$ cat src/rtl/ysyx_23060203_mem_arb.sv
// Two-requester (IFU/LSU) memory arbiter with a single outstanding transaction.
// Define YSYX_23060203_ARB_RR_EN for round-robin ties; otherwise LSU wins ties.
module ysyx_23060203_mem_arb #(
    parameter int ADDR_W = 32,
    parameter int DATA_W = 32
) (
    input  logic                  clk,
    input  logic                  rstn,
    input  logic                  ifu_req_valid,
    output logic                  ifu_req_ready,
    input  logic [ADDR_W-1:0]     ifu_req_addr,
    output logic                  ifu_resp_valid,
    input  logic                  ifu_resp_ready,
    output logic [DATA_W-1:0]     ifu_resp_data,
    input  logic                  lsu_req_valid,
    output logic                  lsu_req_ready,
    input  logic [ADDR_W-1:0]     lsu_req_addr,
    input  logic                  lsu_req_wen,
    input  logic [DATA_W-1:0]     lsu_req_wdata,
    input  logic [DATA_W/8-1:0]   lsu_req_wmask,
    output logic                  lsu_resp_valid,
    input  logic                  lsu_resp_ready,
    output logic [DATA_W-1:0]     lsu_resp_rdata,
    output logic                  mem_req_valid,
    input  logic                  mem_req_ready,
    output logic [ADDR_W-1:0]     mem_req_addr,
    output logic                  mem_req_wen,
    output logic [DATA_W-1:0]     mem_req_wdata,
    output logic [DATA_W/8-1:0]   mem_req_wmask,
    input  logic                  mem_resp_valid,
    output logic                  mem_resp_ready,
    input  logic [DATA_W-1:0]     mem_resp_rdata
);

    typedef enum logic [1:0] {
        IDLE = 2'd0,
        REQ  = 2'd1,
        RESP = 2'd2
    } state_t;

    state_t state;
    state_t state_nxt;
    logic   owner_lsu;
    logic   sel_ifu;
    logic   sel_lsu;
    logic   grant;

`ifdef YSYX_23060203_ARB_RR_EN
    logic last_lsu;

    // Pointer resets to "LSU granted last" so the first tie goes to IFU
    always_ff @(posedge clk or negedge rstn) begin
        if (!rstn) begin
            last_lsu <= 1'b1;
        end else if (grant) begin
            last_lsu <= sel_lsu;
        end
    end
`endif

    always_comb begin
        sel_lsu = 1'b0;
        sel_ifu = 1'b0;
        if (state == IDLE) begin
`ifdef YSYX_23060203_ARB_RR_EN
            sel_lsu = lsu_req_valid && (!ifu_req_valid || !last_lsu);
`else
            sel_lsu = lsu_req_valid;
`endif
            sel_ifu = ifu_req_valid && !sel_lsu;
        end
    end

    assign grant = sel_ifu | sel_lsu;

    always_ff @(posedge clk or negedge rstn) begin
        if (!rstn) begin
            state <= IDLE;
        end else begin
            state <= state_nxt;
        end
    end

    always_comb begin
        state_nxt = state;
        case (state)
            IDLE:    if (grant) state_nxt = REQ;
            REQ:     if (mem_req_ready) state_nxt = RESP;
            RESP:    if (mem_resp_valid && mem_resp_ready) state_nxt = IDLE;
            default: state_nxt = IDLE;
        endcase
    end

    // IFU grants carry no write information into the latched payload
    always_ff @(posedge clk or negedge rstn) begin
        if (!rstn) begin
            owner_lsu     <= 1'b0;
            mem_req_addr  <= '0;
            mem_req_wen   <= 1'b0;
            mem_req_wdata <= '0;
            mem_req_wmask <= '0;
        end else if (grant) begin
            owner_lsu     <= sel_lsu;
            mem_req_addr  <= sel_lsu ? lsu_req_addr : ifu_req_addr;
            mem_req_wen   <= sel_lsu & lsu_req_wen;
            mem_req_wdata <= sel_lsu ? lsu_req_wdata : '0;
            mem_req_wmask <= sel_lsu ? lsu_req_wmask : '0;
        end
    end

    assign ifu_req_ready  = sel_ifu;
    assign lsu_req_ready  = sel_lsu;
    assign mem_req_valid  = (state == REQ);

    assign mem_resp_ready = (state == RESP) && (owner_lsu ? lsu_resp_ready : ifu_resp_ready);
    assign ifu_resp_valid = (state == RESP) && !owner_lsu && mem_resp_valid;
    assign lsu_resp_valid = (state == RESP) &&  owner_lsu && mem_resp_valid;
    assign ifu_resp_data  = ((state == RESP) && !owner_lsu) ? mem_resp_rdata : '0;
    assign lsu_resp_rdata = ((state == RESP) &&  owner_lsu) ? mem_resp_rdata : '0;

endmodule

$ cat config.mk
export PLATFORM = sky130hd
export DESIGN_NAME = ysyx_23060203_mem_arb
export DESIGN_NICKNAME = d
export VERILOG_FILES = /design/src/rtl/ysyx_23060203_mem_arb.sv
export SDC_FILE = /design/constraint.sdc
export NUM_CORES = 1
export LEC_CHECK = 0
export CAP_MARGIN = 25
export CORE_ASPECT_RATIO = 0.6
export CORE_UTILIZATION = 33
export CTS_BUF_LIST = sky130_fd_sc_hd__clkbuf_4 sky130_fd_sc_hd__clkbuf_8 sky130_fd_sc_hd__clkbuf_16
export DETAILED_ROUTE_END_ITERATION = 12
export HOLD_SLACK_MARGIN = 0.03
export MAX_ROUTING_LAYER = met4
export PLACE_DENSITY = 0.84
export SETUP_SLACK_MARGIN = 0.5
export SLEW_MARGIN = 20
export SYNTH_ARGS = -nofsm -noshare
export SYNTH_HDL_FRONTEND = slang
export SYNTH_SLANG_ARGS = --single-unit
$ cat constraint.sdc
create_clock -name clk -period 2.05 [get_ports clk]
set_input_delay 0.41 -clock clk [delete_from_list [all_inputs] [get_ports clk]]
set_output_delay 0.41 -clock clk [all_outputs]
set_load 0.05 [all_outputs]
---- Word-level counts from Yosys, hierarchy flattened ----
Index checks and enable logic that the tools add are counted.
W data, S select, Z words.
word-level totals
  bits in read-only memories .............. 0
  memories ................................ 0
  bits in writable memories ............... 0
  input bits .............................. 141
  latch bits .............................. 0
  output and inout port bits .............. 139
  logic and storage cells ................. 36
  register bits after elaboration ......... 72
cells by class
  divide/modulo/power cells ............... 0
  reduce and logical (&&, ||, !) cells .... 11
  shift-type cells ........................ 0
  bitwise gates (word level) .............. 2
  $add $sub $neg .......................... 0
  equality and inequality tests ........... 5
  muxes and demuxes ....................... 12
  multipliers ............................. 0
  order comparisons ....................... 0
operator list
  kind                  count
  $mux W32              4
  $logic_and A1 B1 Y1   7
  $mux W2               3
  $pmux W2 S3           1
  $mux W4               1
  $ne A2 B2 Y1 const B  2
  $mux W1               3
  $reduce_and A3 Y1     1
  $eq A2 B1 Y1 const B  1
  $eq A2 B2 Y1 const B  1
  $logic_not A1 Y1      2
  $logic_not A2 Y1      1
  $ne A2 B1 Y1 const B  1
  $and A1 B1 Y1         1
  $or A1 B1 Y1          1

---- Depth between registers and ports, before layout ----
Gate-level depths: netlist (run 1).
  depth after elaboration ................. 6
  gate-level depth with buffers ........... 5
  mapped depth without buffers ............ 3

---- Least setup slack after synthesis (run 1) ----
Ideal clock, no wire load.
  path type ............................... register to output
  start point ............................. reg state[0]
  end point ............................... out lsu_resp_rdata[0]
  data required time ...................... 1.640 ns
  cell stages (with the launch flop) ...... 5
  slack ................................... 0.170 ns
  arrival time ............................ 1.470 ns
  buffers on the path ..................... 1
  cell sequence ........................... dfrtp_1 nand2b_1 nor2_1 clkbuf_1 and2_1
on the way
  cells in the longest elaborated chain, start to end .. 3
RTL lines
  element                 line  source
  from (decl)             41    state_t state;
  from (signal assigned)  80    state <= state_nxt;
  $eq A2 B2 Y1            119   assign lsu_resp_rdata = ((state == RESP) && owner_lsu) ? mem_resp_rdata : '0;
  $logic_and A1 B1 Y1     119
  $mux W32                119
  to (decl)               23    output logic [DATA_W-1:0] lsu_resp_rdata,
Every way passes these cells.

---- Worst setup path in the final report (run 1) ----
  start point ............................. reg state[0]
  end point ............................... out ifu_resp_data[31]
on the way
  cells in the longest elaborated chain, start to end .. 3
RTL lines
  element              line  source
  $eq A2 B2 Y1         118   assign ifu_resp_data = ((state == RESP) && !owner_lsu) ? mem_resp_rdata : '0;
  $logic_and A1 B1 Y1  118
  $mux W32             118
  to (decl)            14    output logic [DATA_W-1:0] ifu_resp_data,
Every way passes these cells.

==> results of run 1 <==
==> what timing repair did <==
action                                  CTS  global route
endpoints found under the hold margin    21             0
endpoints found under the setup margin  207           155
pin swaps                                 3            58
hold buffers                              1             0
resized for setup                       233            60
cloned                                    3            14
buffers inserted                          4            14
==> final cells by class <==
| cell class | instances | area [um2] |
|---|---|---|
| clock inverter | 7 | 62.6 |
| timing repair buffer | 329 | 4350 |
| fill | 482 | 1660 |
| inverter | 3 | 18.8 |
| sequential | 72 | 1810 |
| clock buffer | 9 | 225 |
| tap | 135 | 169 |
| multi-input combinational | 188 | 1730 |
| antenna | 1 | 2.50 |
==> critical path, stage by stage (launching register included) <==
cell and delay (ns):
dfrtp_2 0.41, nand2b_4 0.18, nor2_4 0.19, buf_12 0.18, and2_2 0.19, buf_12 0.14
==> cell usage in the layout (no fill, tap or decap), types with 2 or more instances in the layout <==
cell type        Yosys  routed
clkbuf_16            0      19
inv_6                0       2
clkdlybuf4s50_1      0     137
buf_16               0       3
dfrtp_1             72      69
inv_8                0       3
buf_2               11      13
a32o_1              31      31
dfrtp_2              0       3
o22ai_1              2       2
and2_2               0       4
and2_4               0      63
clkdlybuf4s15_2      0      52
a22o_1              37      37
a221o_1             31      31
nor2_4               1       5
clkdlybuf4s18_2      0       4
buf_8                0       3
buf_4                3       8
buf_12               0      84
buf_6                0      13
clkinvlp_4           0       3
==> flip-flops by register name, indices dropped and copies added (netlist names) <==
register       flops
mem_req_addr      32
state              2
mem_req_wmask      4
owner_lsu          1
mem_req_wen        1
mem_req_wdata     32
==> power breakdown <==
group / leakage [nW] / total (W) / internal [W] / switching, W
combinational: 2.52 / 0.00858 / 0.00367 / 0.00492
sequential: 0.888 / 0.00266 / 0.00209 / 0.000564
clock: 0.133 / 0.00154 / 0.000846 / 0.000694
==> layer usage <==
layer | share of wire (%) | wire (um)
met3 | 7.0 | 1280
met1 | 39 | 7220
met4 | 2.3 | 431
met2 | 51 | 9420
met5 | 0 | 0
==> cells by family after synthesis <==
group	after synthesis	synth area share [%]
compound gates	105	28.6
mux	1	0.290
buf+inv	32	4.21
flops	72	52.2
simple gates	82	14.7
==> stage by stage <==
stage | setup WS, ns | cells | setup TNS (ns) | cell area [um2]
4_1_cts | 0.0446 | 715 | 0 | 7900
5_1_grt | -0.0229 | 744 | -0.0977 | 8360
6_report | 0.0125 | 744 | 0 | 8360
3_3_place_gp | -0.200 | 691 | -6.14 | 7320
3_5_place_dp | -0.0800 | 691 | -3.33 | 7330
2_1_floorplan | 0.455 | 292 | 0 | 3700
==> worst paths after layout <==
path                       slack, ns              start  cells past startpoint                end
max in group asynchronous       0.89               rstn                      3   mem_req_addr[27]
max reg2reg                     0.34           state[1]                      6   mem_req_addr[13]
min reg2reg                     0.50  mem_req_wdata[11]                      1  mem_req_wdata[11]
min                             0.50  mem_req_wdata[11]                      1  mem_req_wdata[11]
min in group asynchronous       0.57               rstn                      2  mem_req_wdata[26]
max                             0.01           state[0]                      5  ifu_resp_data[31]
==> impl_metrics.toml, run 1 <==
[grt]
grt_remaining_overflow = 0
grt_antenna_before_repair = 1
grtUsageMet2_pct = 51.9
met3_usage_pct = 7.68
busiest_layer = "met2"
grt_pass1_vias = 4023
grt_pass1_wl_um = 23000
grt_use_met1_pct = 32.6
grt_max_degree = 43
track_usage_pct = 29.2

[cts]
root_buffer = "clkbuf_16"
cts_sinks = 72
clk_latency_ns = 0.33
cts_tree = "built"
clockBufferDepth = 2
htree_levels = 3
numCtsBuffers = 9
clk_pin_slew_worst_paths_ns = 0.07

[die]
die_y_um = 81.2
die_area_um2 = 10900
die_w_um = 134
core_area_um2 = 10000
initial_core_util_pct = 34.4
rows = 28
ios = 280

[sta]
period_minus_slack_ns = 2.04
finalHoldViolations = 0
maxSlewHeadroom_pct = 43.3
maxSlewViolCount = 0
finalSetupViolCount = 0
clock.fmax_ghz = 0.491
post-route-period-util_pct = 99.4
worst-slew-pin-transition_ns = 0.849
clock-skew-final_ns = 0.00647
worst_hold_slack_ns = 0.503
rsz0062_at_grt = "true"

[power]
peakVddDrop_uv = 1040
finalPower_w = 0.0128
power_density_nw_per_um2 = 1530
leakagePower_nw = 3.54

[yosys]
yosys_register_bits = 72
syn_area_um2 = 3450
synth_edf_count = 0
ys_types = 24
synth_warnings = 0
synth_ff_type = "dfrtp_1"
yosysTopAreaCell = "dfrtp_1"
synth_nets = 433
synth_area_leaders = "dfrtp_1, and2_1, a22o_1"
async_flop_share_pct = 100
netlist.area_leader.share_pct = 52.2
yosysMostFrequentCell = "dfrtp_1"
synthTopCellsByCount = "dfrtp_1, and2_1, a22o_1"
synth_area_per_cell_um2 = 11.8
synth-seq-area-share_pct = 52.2
netlist_instances = 292

[worst_setup_path]
worstPathMaxFanout = 17
endpoint_kind = "primary output"
cp.arrival_ns = 1.63
cp.required_ns = 1.64
path_class = "register to primary output"
startpoint_type = "register"

[drt]
post_drt_wl_per_cell_um = 24.7
totalWireLength_um = 18400
num_vias = 4188
routed_via_density = 5.63
dr.pass1.iters = 9
drtIter0Drc = 308
drc = 0
ant_nets = 0

[layout]
fin_util_pct = 83.5
fin_nets = 744
drive_gt1_share_pct = 47.7
synthToLayoutAreaGrowth_pct = 142

[min_path]
hold_path_class = "register to register"

[run_status]
status = "completed"

[placement]
portBuffers = 279
gp_congestion = 0.833
dp_hpwl_um = 11000

[run]
maxCapViolCount = 0
(Power assumes the default switching activity.)
==> run 2, diff against run 1 <==
Settings changed: CORE_MARGIN set to 2.
==> run 2 against run 1 <==
Compared with the run above: first-iteration DRC count stayed put; clock power rose by 14%; core utilization rose by 1.4 points; sequential power hardly changed; wire length up 6.6%; global-route usage is 0.62 points lower; setup slack better by 0.033 ns; clock skew increased by 0.0060 ns; die area rose by 4.0%; design area rose by 1.7%; critical path depth rose by 1; final cell count rose by 1.3%; critical path type unchanged; largest cell class unchanged; largest power group unchanged.
==> impl_metrics.toml, run 2 (synthesized netlist as in run 1, its figures left out) <==
[cts]
root_buffer = "clkbuf_16"
numCtsBuffers = 9
cts_tree = "built"
clk_pin_slew_worst_paths_ns = 0.07
cts_sinks = 72
clk_latency_ns = 0.34
htree_levels = 3
clockBufferDepth = 2

[layout]
drive_gt1_share_pct = 48.8
fill_cells = 465
seqCellArea_um2 = 1810
multi_input_area_um2 = 1750
fin_area_um2 = 8510
synthToLayoutAreaGrowth_pct = 147
reg.largest.list = "mem_req_addr (32), mem_req_wdata (32), mem_req_wmask (4)"
diodes = 0
final_cell_mix = "clkdlybuf4s50_1, buf_12, dfrtp_1"
fin_nets = 755
final_cells = 754
final_common_cell = "clkdlybuf4s50_1"

[power]
power.switching_w = 0.00628
clkPwrFrac_pct = 13.2
p_comb_share_pct = 66.9
power_density_nw_per_um2 = 1570
leakagePower_nw = 3.64
pwr-share-seq_pct = 19.9
power.internal_w = 0.00708
peakVddDrop_uv = 1070
p_sw_share_pct = 47.0

[sta]
clock-skew-final_ns = 0.0125
post-route-period-util_pct = 97.8
finalSetupViolCount = 0
rsz0062_at_grt = "true"
worst-slew-pin-transition_ns = 0.565
maxSlewHeadroom_pct = 62.2
maxSlewViolCount = 0
period_minus_slack_ns = 2.00
clock.fmax_ghz = 0.499
finalHoldViolations = 0
fin_ws_ns = 0.0453

[grt]
grt_pass1_vias = 4083
grt_remaining_overflow = 0
grt_antenna_before_repair = 0
grt_max_degree = 44
grt_pass1_wl_um = 24100
track_usage_pct = 28.5

[worst_setup_path]
worstPathMaxFanout = 16
path_cells = "nand2b_4 > nor2_4 > buf_4 > buf_16 > and2_4 > buf_12"
cp.arrival_ns = 1.59
r2r_end = "mem_req_addr[27]"
slowest_delay_ns = 0.40
cp_slowest_cell = "dfrtp_2"
r2r_slack_ns = 0.14
cp.required_ns = 1.64
path_buf_inv = 3
cpLargestDelayFamily = "simple AND/OR/NAND/NOR gates"
r2r_cells = 8
startpoint_type = "register"
rr_startpoint = "state[0]"
endpoint_kind = "primary output"
path_class = "register to primary output"

[drt]
dr.pass1.iters = 5
totalWireLength_um = 19600
post_drt_wl_per_cell_um = 25.9
drc = 0
routed_via_density = 5.69
drtIter0Drc = 308
ant_nets = 0
num_vias = 4290

[die]
die_y_um = 83.2
die_area_um2 = 11300
core_area_um2 = 10000
initial_core_util_pct = 34.4
ios = 280
rows = 28
die_w_um = 136

[placement]
dpl_worst_slack_ns = 0.0821
dp_hpwl_um = 11200
portBuffers = 279
gp_congestion = 0.751
placed_area_um2 = 7330
post-place-cells = 694

[min_path]
hold_end = "mem_req_wdata[9]"
hold_path_class = "register to register"
min_path_cells = 1
min-delay-start = "mem_req_wdata[9]"

[run_status]
status = "completed"

[run]
maxCapViolCount = 0
==> run 2: cell types whose count changed in the layout (fill, tap and decap cells not counted), sizes merged <==
cell / change
buf: +4
clkbuf: +4
clkinv: +3
dlygate4sd2: +3
inv: -3
bufinv: +2
clkdlybuf4s15: +2
clkdlybuf4s50: -2
clkinvlp: -2
diode: -1
==> run 2: final cells by class <==
cell class                      count  area share (%)
Clock buffer                        9            2.65
Clock inverter                      7            1.24
Inverter                            3           0.162
Multi-Input combinational cell    188            20.6
Sequential cell                    72            21.2
Tap cell                          135            1.99
Timing Repair Buffer              340            52.1
==> run 2: power groups by stage <==
| stage | registers, W | clock network (W) | logic (W) |
|---|---|---|---|
| after floorplan | 0.00470 | 0 | 0.00243 |
| after global placement | 0.00257 | 0 | 0.00732 |
| after detailed placement | 0.00260 | 0 | 0.00746 |
| after CTS | 0.00260 | 0.00174 | 0.00777 |
| after global routing | 0.00273 | 0.00184 | 0.00917 |
| final | 0.00267 | 0.00176 | 0.00894 |
==> run 2: timing repair <==
action | in CTS | in global routing
gates resized for setup | 241 | 50
setup buffers | 12 | 9
endpoints found under the setup margin | 208 | 154
cloned | 2 | 20
hold buffers | 1 | 0
endpoints found under the hold margin | 29 | 0
pin swaps | 5 | 37
==> run 2: through the flow <==
stage	util (%)	TNS [ns]	power (W)	hold WS (ns)
floorplan	-	0	0.00713	0.114
global placement	73.2	0	0.00989	0.366
detailed placement	73.2	0	0.0101	0.372
CTS	79.8	0	0.0121	0.503
global route	84.9	-0.00863	0.0137	0.514
finish	84.9	0	0.0134	0.502
==> run 2: per-layer routing <==
| layer | GRT usage, % | routed length (um) | share of wire [%] | up-vias |
|---|---|---|---|---|
| met1 | 33.0 | 7420 | 38 | 2106 |
| met3 | 7.26 | 1720 | 8.8 | 66 |
| met2 | 49.9 | 9750 | 50 | 323 |
| li1 | - | - | - | 1795 |
| met5 | - | 0 | 0 | - |
| met4 | 6.72 | 670 | 3.4 | 0 |
==> run 2: how the worst max path moves through the flow <==
stage                          to  cells after the start  slack, ns     startpoint
6_report        lsu_resp_rdata[1]                      6       0.05       state[0]
5_1_grt        lsu_resp_rdata[14]                      6     -0.005       state[0]
4_1_cts        lsu_resp_rdata[19]                      6       0.09       state[0]
3_5_place_dp     mem_req_addr[23]                      5       0.08  ifu_req_valid
3_3_place_gp        ifu_req_ready                      4       0.10  ifu_req_valid
2_1_floorplan       mem_req_valid                      1       0.46       state[1]
